`src/rtl/ddr_traffic_pkg.sv`:
```
// ddr_traffic_pkg: shared pattern/state types and LFSR helpers for DDR traffic generators
package ddr_traffic_pkg;
  typedef enum logic [1:0] {PAT_ADDR, PAT_COUNT, PAT_LFSR, PAT_TOGGLE} pattern_e;
  typedef enum logic [1:0] {IDLE, RUN, DONE} state_e;
  localparam logic [31:0] LFSR_POLY = 32'h8020_0003;
  function automatic int lane_count(int data_w);
    return data_w / 32;
  endfunction
  function automatic logic [31:0] lfsr_step(logic [31:0] s);
    return {1'b0, s[31:1]} ^ (s[0] ? LFSR_POLY : 32'h0);
  endfunction
endpackage

```
`src/rtl/ddr_pattern_lfsr.sv`:
```
// ddr_pattern_lfsr: 32-bit Galois LFSR with seed load and single-step advance
module ddr_pattern_lfsr
  import ddr_traffic_pkg::*;
#(
  parameter logic [31:0] SEED = 32'hACE1_2024
) (
  input  logic        ui_clk,
  input  logic        rst,
  input  logic        load,
  input  logic        adv,
  output logic [31:0] q
);
  always_ff @(posedge ui_clk or negedge rst)
    if (!rst) q <= SEED;
    else if (load) q <= SEED;
    else if (adv) q <= lfsr_step(q);
endmodule

```
`src/rtl/ddr_wr_traffic_gen.sv`:
```
// ddr_wr_traffic_gen: writes a programmable run of patterned words to consecutive DDR addresses
module ddr_wr_traffic_gen
  import ddr_traffic_pkg::*;
#(
  parameter int          ADDR_W    = 25,
  parameter int          DATA_W    = 256,
  parameter logic [31:0] LFSR_SEED = 32'hACE1_2024
) (
  input  logic              ui_clk,
  input  logic              rst,
  input  logic              start,
  input  logic [ADDR_W-1:0] base_addr,
  input  logic [ADDR_W-1:0] num_words,
  input  logic [1:0]        pattern_sel,
  output logic [ADDR_W-1:0] wr_addr,
  output logic [DATA_W-1:0] wr_data,
  output logic              wr_en,
  input  logic              wr_busy,
  output logic              busy,
  output logic              done,
  output logic [ADDR_W-1:0] words_written,
  output logic [31:0]       stall_cycles
);
  localparam int LANES = lane_count(DATA_W);
  state_e            state;
  pattern_e          pat_q;
  logic [ADDR_W-1:0] len_q;
  logic [31:0]       lfsr_q;
  logic              acc, last, load;
  assign acc  = wr_en & ~wr_busy;
  assign last = words_written + 1'b1 == len_q;
  assign load = state == IDLE && start && num_words != '0;
  assign busy = state == RUN;
  assign done = state == DONE;
  function automatic logic [DATA_W-1:0] pattern(pattern_e p, logic [ADDR_W-1:0] a,
                                                logic [ADDR_W-1:0] n, logic [31:0] l);
    logic [DATA_W-1:0] d;
    logic [31:0]       w;
    int                s;
    d = '0;
    for (int k = 0; k < LANES; k++) begin
      s = (4 * k) % 32;
      w = p == PAT_ADDR  ? {4'(k), 3'b000, 25'(a)} :
          p == PAT_COUNT ? 32'(n) :
          p == PAT_LFSR  ? (s == 0 ? l : (l << s) | (l >> (32 - s))) :
          (n[0] ? 32'h0 : 32'hFFFF_FFFF);
      d[32*k +: 32] = w;
    end
    return d;
  endfunction
  ddr_pattern_lfsr #(.SEED(LFSR_SEED)) u_lfsr (
    .ui_clk(ui_clk),
    .rst   (rst),
    .load  (load),
    .adv   (busy && acc),
    .q     (lfsr_q)
  );
  always_ff @(posedge ui_clk or negedge rst)
    if (!rst) begin
      state         <= IDLE;
      pat_q         <= PAT_ADDR;
      len_q         <= '0;
      wr_en         <= 1'b0;
      wr_addr       <= '0;
      wr_data       <= '0;
      words_written <= '0;
      stall_cycles  <= '0;
    end else begin
      case (state)
        IDLE:
          if (start) begin
            pat_q <= pattern_e'(pattern_sel);
            len_q <= num_words;
            state <= load ? RUN : DONE;
            if (load) begin
              wr_en         <= 1'b1;
              wr_addr       <= base_addr;
              wr_data       <= pattern(pattern_e'(pattern_sel), base_addr, '0, LFSR_SEED);
              words_written <= '0;
              stall_cycles  <= '0;
            end
          end
        RUN: begin
          if (wr_en && wr_busy && stall_cycles != '1) stall_cycles <= stall_cycles + 1'b1;
          if (acc) begin
            words_written <= words_written + 1'b1;
            wr_en         <= !last;
            state         <= last ? DONE : RUN;
            if (!last) begin
              wr_addr <= wr_addr + 1'b1;
              wr_data <= pattern(pat_q, wr_addr + 1'b1, words_written + 1'b1, lfsr_step(lfsr_q));
            end
          end
        end
        default: state <= IDLE;
      endcase
    end
endmodule
```
`config.mk`:
```
export PLATFORM = sky130hd
export DESIGN_NAME = ddr_wr_traffic_gen
export DESIGN_NICKNAME = d
export VERILOG_FILES = /design/src/rtl/ddr_traffic_pkg.sv /design/src/rtl/ddr_pattern_lfsr.sv /design/src/rtl/ddr_wr_traffic_gen.sv
export SDC_FILE = /design/constraint.sdc
export NUM_CORES = 1
export LEC_CHECK = 0
export ABC_AREA = 0
export CAP_MARGIN = 20
export CORE_MARGIN = 5
export CORE_UTILIZATION = 41
export CTS_CLUSTER_SIZE = 8
export DETAILED_ROUTE_END_ITERATION = 7
export GPL_TIMING_DRIVEN = 0
export PLACE_DENSITY = 0.66
export SLEW_MARGIN = 10
export SYNTH_ARGS = -nofsm -noshare
export SYNTH_HDL_FRONTEND = slang
export SYNTH_HIERARCHICAL = 1
export SYNTH_SLANG_ARGS = --single-unit
export TNS_END_PERCENT = 1
```
`constraint.sdc`:
```
create_clock -name ui_clk -period 6.16 [get_ports ui_clk]
set_input_delay 0.924 -clock ui_clk [delete_from_list [all_inputs] [get_ports ui_clk]]
set_output_delay 0.924 -clock ui_clk [all_outputs]
set_load 0.1 [all_outputs]
```
==> impl_metrics.py, run 1 <==
metrics = {
    "logic_synthesis": {
        "synth_warnings": 6,
        "async_flop_share_pct": 100,
        "yosysSeqAreaShare_pct": 49.2,
        "synth_top_area_cell": "dfrtp_1",
        "netlist.area_leader.share_pct": 47.7,
        "syn_nets": 2094,
        "ys_types": 75,
        "netlist_area_sq_mm": 0.0196,
        "ys.flop_type": "dfrtp_1",
        "netlist_instances": 2032,
        "synth-edff-count": 0,
        "ys_ff_latch": 384,
        "synth.most_common_cell": "dfrtp_1",
        "syn_area_per_cell_sq_um": 9.64,
        "yosys-top-cells-count": "dfrtp_1 (373), a21oi_1 (257), a31oi_1 (178)",
        "synthTopCellsByArea": "dfrtp_1 (48%), a21oi_1 (6.6%), a31oi_1 (5.7%)",
    },
    "worst_setup_path": {
        "crit_chain": "nand2b_1 > inv_1 > clkbuf_1 > clkbuf_1 > clkbuf_1 > clkdlybuf4s50_1",
        "critPathMaxFanout": 10,
        "critPathArrivalTime_ns": 4.96,
        "path_delay_family": "buffers and inverters",
        "cp-start-kind": "register",
        "path_class": "reg2out",
        "cp-end-kind": "output port",
        "crit_required_ns": 5.24,
        "cpPeakStageDelay_ns": 1.30,
        "critPathBufInv": 5,
        "worst_path_most_repeated_cell": "clkbuf_1",
        "cp_slowest_cell": "clkdlybuf4s50_1",
    },
    "placed_design": {
        "port-buffer-count": 396,
        "postPlaceCellArea_sq_mm": 0.0245,
        "place_hpwl_mm": 69.1,
        "routabilityCongestion": 1.02,
    },
    "die": {
        "start_util_pct": 41.3,
        "die_w_um": 229,
        "rows": 80,
        "die_y_um": 229,
        "die_area_sq_mm": 0.0522,
        "ioPinCount": 397,
        "core_area_sq_mm": 0.0474,
    },
    "job": {
        "drv_cap": 0,
    },
    "route": {
        "ant_nets": 0,
        "drtIter0Drc": 2379,
        "firstDrtPassIters": 8,
        "post_drt_wl_per_cell_um": 29.1,
        "vias": 19700,
        "vias_per_cell": 6.29,
        "drc": 0,
        "routed_wl_mm": 91.0,
    },
    "timing": {
        "tightest_slew_ns": 1.29,
        "fmax_ghz": 0.170,
        "max_slew_margin_pct": 14.2,
        "rsz0062_at_grt": "no",
        "hold_viol_final": 0,
        "report.final.slew_viol_count": 0,
        "fin_crit_ns": 5.88,
        "fin_skew_ns": 0.0354,
        "setup_viol": 0,
        "period_share_pct": 95.5,
    },
    "clock_network": {
        "cts_buffers": 53,
        "clock-sinks": 384,
        "clockRootBuffer": "clkbuf_16",
        "cts_hold_buffers": 0,
        "cts_buffer_depth": 3,
        "cts_resized": 0,
        "clkSlewWorstSetupHoldPaths_ns": 0.05,
        "postCtsSetupBuffers": 0,
        "cts_max_level": 2,
        "cts_tree": "done",
        "worstSkewPairLatency_ns": 0.62,
    },
    "final_layout": {
        "final_net_count": 2557,
        "final_cell_area_sq_mm": 0.0260,
        "area_growth_pct": 32.6,
        "drive_gt1_share_pct": 9.97,
        "fin_util_pct": 54.7,
    },
    "global_route": {
        "antenna_found_initial": 4,
        "grt_usage_pct": 33.5,
        "grt_pass1_wl_mm": 133,
        "grt_overflow": 0,
        "grt_pass1_vias": 19300,
        "grt_max_degree": 110,
    },
    "hold_path": {
        "hp-class": "in2async",
    },
    "outcome": {
        "status": "complete, no violations",
    },
}
[flip-flops by register name, summed over array words and instances, names as in the netlist]
signal	cells
stall_cycles	32
wr_addr	25
words_written	25
u_lfsr/q	32
pat_q	2
wr_data	240
wr_en	1
len_q	25
state	2
[path summary, 6_finish.rpt]
kind                             startpoint           end  slack [ns]  cells after the start
max                                state[1]          busy        0.28                      6
min                                     rst   wr_data[94]        0.36                      1
max reg2reg                words_written[0]    wr_addr[6]        1.35                     13
min reg2reg                     wr_data[78]   wr_data[78]        0.51                      1
max in group asynchronous               rst  u_lfsr/q[16]        4.37                      3
min in group ui_clk             wr_data[78]   wr_data[78]        0.51                      1
[layout by cell type, fill, tap and decap left out, types with 7 or more instances in the layout]
cell               n
nand2_1          145
a31oi_1          178
nor3b_1            7
o31ai_1           11
dfrtp_1          373
nor3_1            29
buf_4             23
and4_1            13
o21a_1             7
nor2b_1           10
nor2_1           155
nand4_1           16
clkbuf_1         128
or3_1             20
and2_1            26
xor2_1            47
buf_2             26
o21ai_0          106
dfstp_2           11
o211ai_1          12
and3_1            17
nor4_1            17
mux2i_1           39
o22ai_1           10
a211oi_1          17
xnor2_1           49
nand2b_1          29
buf_6             13
clkbuf_16         53
a21oi_1          254
mux2_2            83
inv_1             28
clkdlybuf4s50_1  395
nand3_1           44
[routing by layer]
layer	routed length (um)	global-route usage (%)	part of all wire, %	up-vias
met5	41	0	0.045	-
met4	4800	15.1	5.3	6
met3	9990	9.47	11	266
met2	41300	53.3	45	1329
met1	34900	42.9	38	9765
li1	-	-	-	8295
[cell type report]
| class | count | area (sq um) |
|---|---|---|
| Antenna cell | 3 | 7.51 |
| Buffer | 179 | 907 |
| Clock buffer | 65 | 1370 |
| Clock inverter | 3 | 58.8 |
| Fill cell | 4240 | 21500 |
| Inverter | 30 | 113 |
| Multi-Input combinational cell | 1439 | 8990 |
| Sequential cell | 384 | 9620 |
| Tap cell | 615 | 769 |
| Timing Repair Buffer | 408 | 4130 |
[cells by family (layout without fill, tap and decap cells)]
logic type      count (synthesis)  after routing  share of synthesized area (%)
compound gates                663            663                           20.0
simple gates                  550            550                           14.0
flops                         384            384                           49.2
buf+inv                       209            685                           5.21
mux                           122            122                           6.77
xor+xnor                       98             98                           4.52
fa+ha+maj                       6              6                          0.383
other cells                     0              3                              0
[worst register-to-register path, delay by kind of cell (launching register included)]
| kind | cells | cell delay, ns |
|---|---|---|
| adders and majority gates | 1 | 0.30 |
| xor gates and xnor gates | 1 | 0.31 |
| AOI/OAI and AO/OA | 1 | 0.18 |
| DFF | 1 | 0.58 |
| and+or+nand+nor | 7 | 1.99 |
| buffers and inverters | 3 | 1.36 |
[per-stage QoR]
stage | std cells | setup TNS [ns] | setup slack [ns] | hold WS, ns
detailed placement | 3054 | 0 | 0.583 | 0.496
global route | 3123 | 0 | 0.341 | 0.408
global placement | 3043 | -4838.06 | -12.79 | 0.495
floorplan | 2032 | 0 | 1.87 | 0.491
CTS | 3122 | 0 | 0.465 | 0.362
finish | 3126 | 0 | 0.279 | 0.357
Power of run 1 is left out: the tool's default activity adds up to more than one toggle a clock period on the data nets, which glitch-free logic cannot reach.
==> run 2, diff against run 1 <==
- CORE_UTILIZATION: 41 -> 56
- PLACE_DENSITY: 0.66 -> 0.86
==> impl_metrics.py, run 2 (synthesis results as in run 1) <==
metrics = {
    "worst_setup_path": {
        "crit_chain": "nand2b_1 > inv_1 > clkbuf_1 > clkbuf_1 > clkbuf_1 > clkdlybuf4s50_1",
        "crit_required_ns": 5.24,
        "reg2reg_depth": 13,
        "cp-end-kind": "output port",
        "cpPeakStageDelay_ns": 1.27,
        "r2r_slack_ns": 0.72,
        "critPathArrivalTime_ns": 4.83,
        "cp-start-kind": "register",
        "cp_slowest_cell": "clkdlybuf4s50_1",
        "worst_path_most_repeated_cell": "clkbuf_1",
        "path_class": "reg2out",
        "r2r-start": "words_written[0]",
        "critPathMaxFanout": 10,
        "regToRegEndpoint": "wr_data[0]",
    },
    "clock_network": {
        "clock-sinks": 384,
        "cts_tree": "done",
        "clockRootBuffer": "clkbuf_16",
        "postCtsSetupBuffers": 0,
        "cts_resized": 0,
        "cts_max_level": 2,
        "cts_buffers": 53,
        "worstSkewPairLatency_ns": 0.62,
        "clkSlewWorstSetupHoldPaths_ns": 0.06,
        "cts_hold_buffers": 0,
        "cts_buffer_depth": 3,
    },
    "timing": {
        "tightest_slew_ns": 1.32,
        "period_share_pct": 93.3,
        "fmax_ghz": 0.174,
        "report.final.slew_viol_count": 0,
        "fin_ws_ns": 0.411,
        "max_slew_margin_pct": 11.9,
        "fin_skew_ns": 0.0212,
        "setup_viol": 0,
        "rsz0062_at_grt": "no",
        "fin_crit_ns": 5.75,
        "hold_viol_final": 0,
    },
    "final_layout": {
        "final_common_cell": "clkdlybuf4s50_1",
        "area_growth_pct": 31.6,
        "final_net_count": 2560,
        "layout_common_cells": "clkdlybuf4s50_1 (395), dfrtp_1 (373), a21oi_1 (254)",
        "largestRegisters": "wr_data x240, stall_cycles x32, u_lfsr/q x32",
        "largest_reg_flops": 240,
        "drive_gt1_share_pct": 10.0,
        "stdcell_count": 2968,
        "regMostFlops": "wr_data",
    },
    "global_route": {
        "grt_max_degree": 118,
        "antenna_found_initial": 5,
        "grt_usage_pct": 47.0,
        "grt_pass1_wl_mm": 137,
        "grt_overflow": 0,
        "grt_pass1_vias": 20600,
    },
    "route": {
        "routed_wl_mm": 93.9,
        "drtIter0Drc": 3141,
        "post_drt_wl_per_cell_um": 31.6,
        "vias_per_cell": 7.08,
        "drc": 52,
        "ant_nets": 0,
        "firstDrtPassIters": 8,
        "vias": 21000,
    },
    "die": {
        "rows": 68,
        "ioPinCount": 397,
        "start_util_pct": 56.7,
        "core_area_sq_mm": 0.0345,
        "die_w_um": 197,
        "die_area_sq_mm": 0.0388,
        "die_y_um": 197,
    },
    "hold_path": {
        "hp-class": "in2async",
    },
    "job": {
        "drv_cap": 0,
    },
    "placed_design": {
        "port-buffer-count": 396,
        "place_hpwl_mm": 68.4,
        "place_inst": 2895,
        "dp_slack_ns": 0.701,
        "routabilityCongestion": 1.07,
    },
    "outcome": {
        "status": "complete, but fails checks",
        "violations": "design-rule violations",
    },
}
[run 2: area by class of cell]
type | count | area [sq um]
plain buffers | 179 | 907
well taps | 455 | 569
inverters | 30 | 113
flip-flops and latches | 384 | 9620
clock buffers | 66 | 1400
repair buffers | 411 | 4140
diodes | 2 | 5.00
multi-input cells | 1439 | 8980
clock inverters | 2 | 38.8
fillers | 2337 | 8780
[run 2: critical path: cells and delay by family, from the launching register on]
kind          cells  cell delay, ns
flops             1            0.39
simple gates      1            0.29
buf+inv           5            3.51
[run 2: worst max path at each step]
stage,endpoint,from,slack (ns)
CTS,busy,state[1],0.61
detailed placement,wr_data[103],start,0.70
global route,busy,state[1],0.52
global placement,stall_cycles[16],rst,-11.90
floorplan,wr_data[20],words_written[0],1.87
finish,busy,state[1],0.41
[run 2: layer usage]
metal	wire length, um	track usage, %	vias up
met3	13200	16.7	608
met5	37	0	-
met1	30700	55.2	10000
met2	41500	72.7	2074
li1	-	-	8299
met4	8410	31.6	6
[run 2: metrics by stage]
step                util [%]  TNS (ns)  area [sq um]  hold WS [ns]
finish                  74.6         0         25800         0.322
global route            74.6         0         25800         0.383
CTS                     74.5         0         25700         0.350
detailed placement      70.3         0         24300         0.499
global placement        69.8  -4501.80         24100         0.494
floorplan                  -         0         19600         0.491
Power of run 2 is left out for the same reason.
